`src/rtl/apb_pkg.sv`:
```
// Shared types and default widths for the APB master arbiter.
// The FSM state and grant encodings are visible here for debug and test benches.
package apb_pkg;

    localparam int DEF_ADDR_WIDTH = 32;
    localparam int DEF_DATA_WIDTH = 32;
    localparam int DEF_TIMEOUT    = 16;

    typedef enum logic [1:0] {
        IDLE   = 2'd0,
        SETUP  = 2'd1,
        ACCESS = 2'd2
    } state_e;

    typedef enum logic {
        GNT_WR = 1'b0,
        GNT_RD = 1'b1
    } gnt_e;

endpackage

```
`src/rtl/apb_master_arbiter_if.sv`:
```
// Request/ack handshakes for the write and read requesters plus the APB bus.
// Handshake: a requester holds req high with stable payload until its one-cycle ack; err/rd_data are valid only with ack.
interface apb_master_arbiter_if #(
    parameter int ADDR_WIDTH = 32,
    parameter int DATA_WIDTH = 32
);
    logic                    wr_req;
    logic [ADDR_WIDTH-1:0]   wr_addr;
    logic [DATA_WIDTH-1:0]   wr_data;
    logic [DATA_WIDTH/8-1:0] wr_strb;
    logic [2:0]              wr_prot;
    logic                    wr_ack;
    logic                    wr_err;

    logic                    rd_req;
    logic [ADDR_WIDTH-1:0]   rd_addr;
    logic [2:0]              rd_prot;
    logic                    rd_ack;
    logic [DATA_WIDTH-1:0]   rd_data;
    logic                    rd_err;

    logic [ADDR_WIDTH-1:0]   paddr;
    logic [2:0]              pprot;
    logic                    pwrite;
    logic [DATA_WIDTH-1:0]   pwdata;
    logic [DATA_WIDTH/8-1:0] pstrb;
    logic                    psel;
    logic                    penable;
    logic                    pready;
    logic [DATA_WIDTH-1:0]   prdata;
    logic                    pslverr;

    modport master (
        input  wr_req, wr_addr, wr_data, wr_strb, wr_prot,
        output wr_ack, wr_err,
        input  rd_req, rd_addr, rd_prot,
        output rd_ack, rd_data, rd_err,
        output paddr, pprot, pwrite, pwdata, pstrb, psel, penable,
        input  pready, prdata, pslverr
    );

    modport slave (
        output wr_req, wr_addr, wr_data, wr_strb, wr_prot,
        input  wr_ack, wr_err,
        output rd_req, rd_addr, rd_prot,
        input  rd_ack, rd_data, rd_err,
        input  paddr, pprot, pwrite, pwdata, pstrb, psel, penable,
        output pready, prdata, pslverr
    );

endinterface

```
`src/rtl/rr_arb2.sv`:
```
// Two-way round-robin arbiter between the write and read requesters.
// The last-grant register only moves when the caller signals an accepted grant.
module rr_arb2
    import apb_pkg::*;
(
    input  logic clk,
    input  logic rst,
    input  logic req_wr_i,
    input  logic req_rd_i,
    input  logic upd_i,
    output gnt_e gnt_o
);

    gnt_e last_q, last_d;

    // On contention the side that did not win last time gets the grant.
    always_comb begin
        gnt_o = GNT_WR;
        if (req_wr_i && req_rd_i) begin
            gnt_o = (last_q == GNT_WR) ? GNT_RD : GNT_WR;
        end else if (req_rd_i) begin
            gnt_o = GNT_RD;
        end
    end

    always_comb begin
        last_d = last_q;
        if (upd_i && (req_wr_i || req_rd_i)) begin
            last_d = gnt_o;
        end
    end

    always_ff @(posedge clk) begin
        if (rst) begin
            last_q <= GNT_RD;
        end else begin
            last_q <= last_d;
        end
    end

endmodule

```
`src/rtl/apb_master_arbiter.sv`:
```
// APB requester that arbitrates between a write port and a read port,
// running one IDLE/SETUP/ACCESS transfer at a time with an ACCESS timeout.
module apb_master_arbiter
    import apb_pkg::*;
#(
    parameter int ADDR_WIDTH = DEF_ADDR_WIDTH,
    parameter int DATA_WIDTH = DEF_DATA_WIDTH,
    parameter int TIMEOUT    = DEF_TIMEOUT
) (
    input  logic                   clk,
    input  logic                   rst,
    apb_master_arbiter_if.master   bus,
    output state_e                 dbg_state_o
);

    localparam int CNT_W = $clog2(TIMEOUT + 1);
    localparam int STRB_W = DATA_WIDTH / 8;

    state_e                  state_q, state_d;
    gnt_e                    gnt_q, gnt_d;
    gnt_e                    arb_gnt;
    logic [CNT_W-1:0]        cnt_q, cnt_d;

    logic [ADDR_WIDTH-1:0]   paddr_q, paddr_d;
    logic [2:0]              pprot_q, pprot_d;
    logic                    pwrite_q, pwrite_d;
    logic [DATA_WIDTH-1:0]   pwdata_q, pwdata_d;
    logic [STRB_W-1:0]       pstrb_q, pstrb_d;
    logic                    psel_q, psel_d;
    logic                    penable_q, penable_d;

    logic any_req;
    logic done_ok;
    logic done_to;
    logic done;
    logic xfer_err;

    assign any_req = bus.wr_req || bus.rd_req;
    assign done_ok = (state_q == ACCESS) && bus.pready;
    assign done_to = (state_q == ACCESS) && !bus.pready && (cnt_q == CNT_W'(TIMEOUT));
    assign done    = done_ok || done_to;

    rr_arb2 u_arb (
        .clk      (clk),
        .rst      (rst),
        .req_wr_i (bus.wr_req),
        .req_rd_i (bus.rd_req),
        .upd_i    (state_q == IDLE),
        .gnt_o    (arb_gnt)
    );

    always_ff @(posedge clk) begin
        if (rst) begin
            state_q   <= IDLE;
            gnt_q     <= GNT_WR;
            cnt_q     <= '0;
            paddr_q   <= '0;
            pprot_q   <= '0;
            pwrite_q  <= 1'b0;
            pwdata_q  <= '0;
            pstrb_q   <= '0;
            psel_q    <= 1'b0;
            penable_q <= 1'b0;
        end else begin
            state_q   <= state_d;
            gnt_q     <= gnt_d;
            cnt_q     <= cnt_d;
            paddr_q   <= paddr_d;
            pprot_q   <= pprot_d;
            pwrite_q  <= pwrite_d;
            pwdata_q  <= pwdata_d;
            pstrb_q   <= pstrb_d;
            psel_q    <= psel_d;
            penable_q <= penable_d;
        end
    end

    // The counter holds the 1-based index of the current ACCESS cycle.
    always_comb begin
        state_d = state_q;
        cnt_d   = '0;
        case (state_q)
            IDLE: begin
                if (any_req) state_d = SETUP;
            end
            SETUP: begin
                state_d = ACCESS;
                cnt_d   = CNT_W'(1);
            end
            ACCESS: begin
                if (done) begin
                    state_d = IDLE;
                end else begin
                    cnt_d = cnt_q + CNT_W'(1);
                end
            end
            default: state_d = IDLE;
        endcase
    end

    always_comb begin
        gnt_d     = gnt_q;
        paddr_d   = paddr_q;
        pprot_d   = pprot_q;
        pwrite_d  = pwrite_q;
        pwdata_d  = pwdata_q;
        pstrb_d   = pstrb_q;
        psel_d    = psel_q;
        penable_d = penable_q;
        case (state_q)
            IDLE: begin
                if (any_req) begin
                    gnt_d     = arb_gnt;
                    psel_d    = 1'b1;
                    penable_d = 1'b0;
                    if (arb_gnt == GNT_WR) begin
                        paddr_d  = bus.wr_addr;
                        pprot_d  = bus.wr_prot;
                        pwrite_d = 1'b1;
                        pwdata_d = bus.wr_data;
                        pstrb_d  = bus.wr_strb;
                    end else begin
                        // Reads leave pwdata as-is to avoid needless bus toggling.
                        paddr_d  = bus.rd_addr;
                        pprot_d  = bus.rd_prot;
                        pwrite_d = 1'b0;
                        pstrb_d  = '0;
                    end
                end
            end
            SETUP: penable_d = 1'b1;
            ACCESS: begin
                if (done) begin
                    psel_d    = 1'b0;
                    penable_d = 1'b0;
                end
            end
            default: begin
                psel_d    = 1'b0;
                penable_d = 1'b0;
            end
        endcase
    end

    // Acks are combinational on the completing ACCESS cycle; reset suppresses them.
    always_comb begin
        xfer_err    = done_to || bus.pslverr;
        bus.wr_ack  = done && (gnt_q == GNT_WR) && !rst;
        bus.rd_ack  = done && (gnt_q == GNT_RD) && !rst;
        bus.wr_err  = bus.wr_ack && xfer_err;
        bus.rd_err  = bus.rd_ack && xfer_err;
        bus.rd_data = (bus.rd_ack && done_ok) ? bus.prdata : '0;
    end

    assign bus.paddr   = paddr_q;
    assign bus.pprot   = pprot_q;
    assign bus.pwrite  = pwrite_q;
    assign bus.pwdata  = pwdata_q;
    assign bus.pstrb   = pstrb_q;
    assign bus.psel    = psel_q;
    assign bus.penable = penable_q;
    assign dbg_state_o = state_q;

endmodule

```
`src/flat_wrapper.sv`:
```
// flat-port wrapper written by rule: the top's interface ports become plain ports
module apb_master_arbiter_flat import apb_pkg::*;
#(
    parameter int ADDR_WIDTH = DEF_ADDR_WIDTH,
    parameter int DATA_WIDTH = DEF_DATA_WIDTH,
    parameter int TIMEOUT    = DEF_TIMEOUT
)
  (clk, rst, dbg_state_o, bus_wr_req, bus_wr_addr, bus_wr_data, bus_wr_strb, bus_wr_prot, bus_wr_ack, bus_wr_err, bus_rd_req, bus_rd_addr, bus_rd_prot, bus_rd_ack, bus_rd_data, bus_rd_err, bus_paddr, bus_pprot, bus_pwrite, bus_pwdata, bus_pstrb, bus_psel, bus_penable, bus_pready, bus_prdata, bus_pslverr);
  apb_master_arbiter_if #(.ADDR_WIDTH(ADDR_WIDTH), .DATA_WIDTH(DATA_WIDTH)) bus_i ();
  input  logic clk;
  input  logic rst;
  output state_e dbg_state_o;
  input wire logic [$bits(bus_i.wr_req)-1:0] bus_wr_req;
  input wire logic [$bits(bus_i.wr_addr)-1:0] bus_wr_addr;
  input wire logic [$bits(bus_i.wr_data)-1:0] bus_wr_data;
  input wire logic [$bits(bus_i.wr_strb)-1:0] bus_wr_strb;
  input wire logic [$bits(bus_i.wr_prot)-1:0] bus_wr_prot;
  output wire logic [$bits(bus_i.wr_ack)-1:0] bus_wr_ack;
  output wire logic [$bits(bus_i.wr_err)-1:0] bus_wr_err;
  input wire logic [$bits(bus_i.rd_req)-1:0] bus_rd_req;
  input wire logic [$bits(bus_i.rd_addr)-1:0] bus_rd_addr;
  input wire logic [$bits(bus_i.rd_prot)-1:0] bus_rd_prot;
  output wire logic [$bits(bus_i.rd_ack)-1:0] bus_rd_ack;
  output wire logic [$bits(bus_i.rd_data)-1:0] bus_rd_data;
  output wire logic [$bits(bus_i.rd_err)-1:0] bus_rd_err;
  output wire logic [$bits(bus_i.paddr)-1:0] bus_paddr;
  output wire logic [$bits(bus_i.pprot)-1:0] bus_pprot;
  output wire logic [$bits(bus_i.pwrite)-1:0] bus_pwrite;
  output wire logic [$bits(bus_i.pwdata)-1:0] bus_pwdata;
  output wire logic [$bits(bus_i.pstrb)-1:0] bus_pstrb;
  output wire logic [$bits(bus_i.psel)-1:0] bus_psel;
  output wire logic [$bits(bus_i.penable)-1:0] bus_penable;
  input wire logic [$bits(bus_i.pready)-1:0] bus_pready;
  input wire logic [$bits(bus_i.prdata)-1:0] bus_prdata;
  input wire logic [$bits(bus_i.pslverr)-1:0] bus_pslverr;
  assign bus_i.wr_req = bus_wr_req;
  assign bus_i.wr_addr = bus_wr_addr;
  assign bus_i.wr_data = bus_wr_data;
  assign bus_i.wr_strb = bus_wr_strb;
  assign bus_i.wr_prot = bus_wr_prot;
  assign bus_wr_ack = bus_i.wr_ack;
  assign bus_wr_err = bus_i.wr_err;
  assign bus_i.rd_req = bus_rd_req;
  assign bus_i.rd_addr = bus_rd_addr;
  assign bus_i.rd_prot = bus_rd_prot;
  assign bus_rd_ack = bus_i.rd_ack;
  assign bus_rd_data = bus_i.rd_data;
  assign bus_rd_err = bus_i.rd_err;
  assign bus_paddr = bus_i.paddr;
  assign bus_pprot = bus_i.pprot;
  assign bus_pwrite = bus_i.pwrite;
  assign bus_pwdata = bus_i.pwdata;
  assign bus_pstrb = bus_i.pstrb;
  assign bus_psel = bus_i.psel;
  assign bus_penable = bus_i.penable;
  assign bus_i.pready = bus_pready;
  assign bus_i.prdata = bus_prdata;
  assign bus_i.pslverr = bus_pslverr;
  apb_master_arbiter #(.ADDR_WIDTH(ADDR_WIDTH), .DATA_WIDTH(DATA_WIDTH), .TIMEOUT(TIMEOUT)) u_core (.clk(clk), .rst(rst), .bus(bus_i), .dbg_state_o(dbg_state_o));
endmodule
```
`config.mk`:
```
export PLATFORM = sky130hd
export DESIGN_NAME = apb_master_arbiter_flat
export DESIGN_NICKNAME = d
export VERILOG_FILES = /design/src/rtl/apb_pkg.sv /design/src/rtl/apb_master_arbiter_if.sv /design/src/rtl/rr_arb2.sv /design/src/rtl/apb_master_arbiter.sv /design/src/flat_wrapper.sv
export SDC_FILE = /design/constraint.sdc
export NUM_CORES = 1
export LEC_CHECK = 0
export ABC_AREA = 1
export CAP_MARGIN = 20
export CORE_MARGIN = 10
export CORE_UTILIZATION = 35
export CTS_CLUSTER_SIZE = 30
export DETAILED_ROUTE_END_ITERATION = 10
export PLACE_DENSITY = 0.82
export SYNTH_ARGS = -nofsm -noshare
export SYNTH_HDL_FRONTEND = slang
export SYNTH_SLANG_ARGS = --single-unit
```
`constraint.sdc`:
```
create_clock -name clk -period 1.8 [get_ports clk]
set_input_delay 0.27 -clock clk [delete_from_list [all_inputs] [get_ports clk]]
set_output_delay 0.27 -clock clk [all_outputs]
set_load 0.01 [all_outputs]
```
After elaboration in Yosys (flattened, before gate mapping) --
Cells that the tools add are included.
Cells by class: equality and inequality tests 5, muxes and demuxes 18, $add $sub $neg 1, bitwise gates (word level) 3, reduce and logical (&&, ||, !) cells 22
Operator list (number):
- 32-bit two-way mux | 2
- 1-bit logical AND | 12
- 5-bit case mux with 2 select lines | 1
- 1-bit two-way mux | 7
- 1-bit case mux with 3 select lines | 2
- 2-bit case mux with 3 select lines | 1
- 3-bit AND reduction | 2
- 5-bit by 1-bit adder with 5-bit output, second input constant | 1
- 5-bit == test, second input constant | 1
- 5-bit two-way mux | 1
- 2-bit two-way mux | 2
- 4-bit two-way mux | 1
- 2-bit by 1-bit != test with 1-bit output, second input constant | 2
- 2-bit AND reduction | 2
- 1-bit logical OR | 3
- 3-bit two-way mux | 1
- 1-bit NOT | 3
- 2-bit by 1-bit == test with 1-bit output, second input constant | 1
- 2-bit == test, second input constant | 1
- 1-bit logical NOT | 2
- 2-bit logical NOT | 1
Word-level totals: register bits 83, word-level logic and storage cells 60, output and inout bits 112

Longest topological paths before layout --
depth after elaboration 8, gate-level depth with buffers 10, gate-level depth less buffers 9

Modules after synthesis --
A second synthesis with hierarchy kept.
Unflattened totals: cells, all modules 497, area, all modules 3479.6 um^2
By module, submodules not included:
- apb_master_arbiter | area each 3425.8 um^2, times used 1, cells each 489
- rr_arb2 | area each 53.8 um^2, times used 1, cells each 8

Worst setup path before layout --
OpenSTA, ideal clock, no wires.
kind register to register, from register u_core.state_q[1], in the netlist u_core.dbg_state_o[1], to register u_core.pwdata_q[11], in the netlist u_core.bus.pwdata[11], clock period less this slack 1571 ps, arrival 1456 ps, required time 1684 ps, path buffers 2, stages on the path, launching flop included 11, slack 229 ps, setup time 116 ps, cells stage by stage dfxtp_1 -> inv_1 -> ha_1 -> o21ai_4 -> inv_2 -> nand2_4 -> inv_2 -> buf_4 -> buf_6 -> nor2_1 -> nor2_1
Between the ends: cells in the longest elaborated chain, start to end 2
Ends and longest elaborated chain:
- start: declaration | line apb_master_arbiter.sv:19 | state_e state_q, state_d;
- start signal: assignment | line apb_master_arbiter.sv:65 | state_q <= state_d;
- 2-bit logical NOT | line apb_master_arbiter.sv:110 | case (state_q)
- 3-bit AND reduction (no source line)
- end signal: assignment | line apb_master_arbiter.sv:71 | pwdata_q <= pwdata_d;
- end: declaration | line apb_master_arbiter.sv:27 | logic [DATA_WIDTH-1:0] pwdata_q, pwdata_d;
Every way passes these cells. A chain may end at the register's enable or synchronous reset.

Worst setup path after layout --
from register u_core.state_q[0], in the netlist u_core.dbg_state_o[0], to output port bus_rd_data[1]
Between the ends: cells in the longest elaborated chain, start to end 8, elaborated cells between the ends (all ways) 9, classes of those cells eq/ne: 1; mux: 1; reduce/logical: 7
Ends and longest elaborated chain:
- 2-bit == test * | line apb_master_arbiter.sv:39, apb_master_arbiter.sv:40
- 1-bit logical AND (2 in a row) | line apb_master_arbiter.sv:40 | assign done_to = (state_q == ACCESS) && !bus.pready && (cnt_q == CNT_W'(TIMEOUT));
- 1-bit logical OR | line apb_master_arbiter.sv:41 | assign done = done_ok || done_to;
- 1-bit logical AND (2 in a row) | line apb_master_arbiter.sv:149 | bus.rd_ack = done && (gnt_q == GNT_RD) && !rst;
- 1-bit logical AND * | line apb_master_arbiter.sv:152 | bus.rd_data = (bus.rd_ack && done_ok) ? bus.prdata : '0;
- 32-bit two-way mux * | line apb_master_arbiter.sv:152
- end: declaration | line flat_wrapper.sv:24 | output wire logic [$bits(bus_i.rd_data)-1:0] bus_rd_data;
Every way passes the cells marked *; elsewhere a longest branch is shown, timed or not.

==> run metrics <==
status finished with violations; failing checks setup timing; Sinks on Clock Net 82; WS Path Type reg2out; commonest cells in the netlist 167 x nand2_1, 106 x nor2_1, 82 x dfxtp_1, 69 x inv_1, 46 x a21oi_1; reg-to-reg critical path endpoint u_core.bus.pstrb[3]; crit-path max FO 8; Critical Path RT 1.53 ns; Hold Buf Count CTS 0; gr busiest metal met2; clock skew 0.00695 ns; Slew headroom 77.9%; met3 usage 9.30%; Fill cells 783; reg2reg setup slack 0.16 ns; vias in the first global route 4,584; worst hold path type in2reg; Final Hold Fails 0; via count 4,637; DRT Pass-1 Iters 5; Area growth, synth to finish 91.3%; Post-Syn Area 3720 um^2; Crit path max-delay family buffers and inverters; total global routing overflow 0; Unique masters post-synth 22; top-count cell post-synth nand2_1; largest net degree at the start of global routing 43; Main synth FF type dfxtp_1; Seq/Total Area, Yosys 44.1%; Data arrival, critical path 1.60 ns; # setup viols final 17; routed len/inst 16.7 um; Worst R2R Start u_core.dbg_state_o[1]; placed insts 956; worst setup margin -0.0666 ns; Yosys warnings 0; crit-path max cell delay 0.33 ns; wirelength, routed 16,400 um; EDFF count, synth 0; largest area contributor in the netlist dfxtp_1; I/O pin cnt 256; hold path start rst; initial antenna violation count 0; cells after synthesis 571; Seq cells post-synth 82; Core Area 10,300 um^2; CTS root buffer clkbuf_8; Synth top area share 44.1%; CTS HTree Levels 3; CP Capture Type primary output; crit path launch type register; nets@finish 987; std cell rows 37; post-route ant nets 0; diode count 0; WP buf/inv 4; Max Fclk 0.536 GHz; post-synth net total 720; Die X 123 um; Slowest-stage cell, CP dfxtp_2; Worst Hold End u_core.gnt_q; met2 global-route usage 34.7%; routability congestion estimate from global placement 0.968; CTS Buf Count 9; ranking of synthesized cells by area dfxtp_1 44%, nand2_1 17%, nor2_1 11%; fin cells 979; Total GRT Usage 19.4%; share of cells above drive strength 1 16.5%; RSZ-0062 raised after global routing yes; HPWL Detailed 12,200 um; Hold Crit Depth 3; Leak Pwr 0.00310 uW; Multi-input gate area 1930 um^2; pwr/cell area 776 nW/um^2; worst-path cell chain inv_2, ha_4, buf_6, nand3_4, buf_8, nor2_2, buf_2; Max VDD drop 0.633 mV; Max Slew Vio Count 0; # DRC 0; Worst Max-Slew Pin Slew 0.331 ns; minimum clock period after layout 1.87 ns; die area 15,100 um^2; overall power 5520 uW; worst-skew pair later-pin latency 0.35 ns; port bufs 255; asr flop ratio synth 0%; clock buffer depth 2; first-pass GRT wire length 23,500 um; CTS tree done; Worst-path clk slew 0.08 ns; starting density of the core 36.0%; DR iter-0 viols 202; Global Route met1 Usage 18.9%; flip-flop and latch area 1650 um^2; die height 123 um; via density per instance 4.74; max_cap viols 0; reg2reg path depth 10; crit share post-route 104%; Syn Area/Cell 6.51 um^2
-- final cells by class --
| class | count | area share (%) |
|---|---|---|
| tap | 136 | 2.39 |
| clock inverter | 7 | 1.07 |
| timing repair buffer | 288 | 40.8 |
| sequential | 82 | 23.1 |
| inverter | 71 | 3.78 |
| clock buffer | 9 | 1.74 |
| multi-input combinational | 386 | 27.1 |
-- where the power goes --
part / internal [uW] / total [uW] / switching [uW]
clock: 651 / 1360 / 711
sequential: 2060 / 2190 / 128
combinational: 1040 / 1970 / 932
total: 3750 / 5520 / 1770
-- per-stage QoR --
step                instance area [um^2]  hold WS [ns]  worst slack (ns)  setup TNS, ns  utilization (%)
finish                              7110         0.446           -0.0666         -0.339             68.9
global placement                    6530         0.452            -0.277          -6.60             63.2
floorplan                           3720         0.414             0.229              0                -
global route                        7110         0.440            -0.153          -2.86             68.9
CTS                                 6770         0.416           -0.0846          -1.64             65.6
detailed placement                  6530         0.458            -0.309          -8.16             63.2
-- sequential cells by signal (all words and copies together), names as in the netlist --
register,count
u_core.bus.paddr,32
u_core.bus.pprot,3
u_core.bus.psel,1
u_core.bus.pstrb,4
u_core.bus.pwdata,32
u_core.bus.pwrite,1
u_core.cnt_q,5
u_core.dbg_state_o,2
u_core.gnt_q,1
u_core.u_arb.last_q,1
-- tightest hold or removal path: stages --
cell    delay, ns
buf_2        0.15
buf_4        0.23
nor2_1       0.11
-- cell families (layout without fill, tap and decap cells) --
| kind of cell | Yosys count | after routing | synth area share [%] |
|---|---|---|---|
| XOR/XNOR | 1 | 1 | 0.236 |
| buffers and inverters | 103 | 375 | 11.4 |
| AND/OR/NAND/NOR | 299 | 299 | 31.3 |
| flip-flops | 82 | 82 | 44.1 |
| AO/OA/AOI/OAI | 81 | 81 | 11.3 |
| adder cells (fa/ha/maj) | 5 | 5 | 1.68 |
-- layout by cell type, fill, tap and decap left out, types with 2 or more instances in the layout --
| cell type | n |
|---|---|
| o21ai_0 | 33 |
| nand2_1 | 166 |
| nand3_2 | 2 |
| nor2_4 | 28 |
| ha_4 | 2 |
| nor3_1 | 2 |
| nand2_2 | 2 |
| inv_6 | 2 |
| dfxtp_1 | 79 |
| inv_2 | 5 |
| buf_4 | 23 |
| buf_2 | 10 |
| nor2_2 | 6 |
| buf_6 | 29 |
| nand3_1 | 18 |
| a21oi_1 | 46 |
| ha_1 | 2 |
| clkdlybuf4s50_1 | 218 |
| nor2_1 | 73 |
| inv_1 | 65 |
| buf_12 | 5 |
| dfxtp_2 | 3 |
| clkinvlp_4 | 2 |
| clkbuf_8 | 9 |
-- how the worst max path moves through the flow --
| stage | to | slack [ns] | startpoint | cells after the start |
|---|---|---|---|---|
| global route | bus_rd_data[14] | -0.15 | u_core.dbg_state_o[0] | 7 |
| floorplan | u_core.bus.pwdata[11] | 0.23 | u_core.dbg_state_o[1] | 10 |
| finish | bus_rd_data[1] | -0.07 | u_core.dbg_state_o[0] | 7 |
| detailed placement | bus_wr_err | -0.31 | bus_pready | 7 |
| CTS | bus_rd_data[7] | -0.08 | u_core.dbg_state_o[0] | 8 |
| global placement | bus_wr_err | -0.28 | bus_pready | 7 |
-- per-layer routing --
metal  up-vias  routed length (um)
li1       2266                   -
met1      2086                5860
met2       239                7980
met3        46                1930
met4         0                 619
met5         -                   0
-- repair_timing --
| action | in CTS | in global routing |
|---|---|---|
| pin swaps | 3 | 9 |
| resized for setup | 181 | 85 |
| hold endpoints to repair | 0 | 0 |
| gates cloned | 3 | 1 |
| setup buffers | 4 | 2 |
| endpoints found under the setup margin | 36 | 56 |
(Power assumes the default switching activity.)
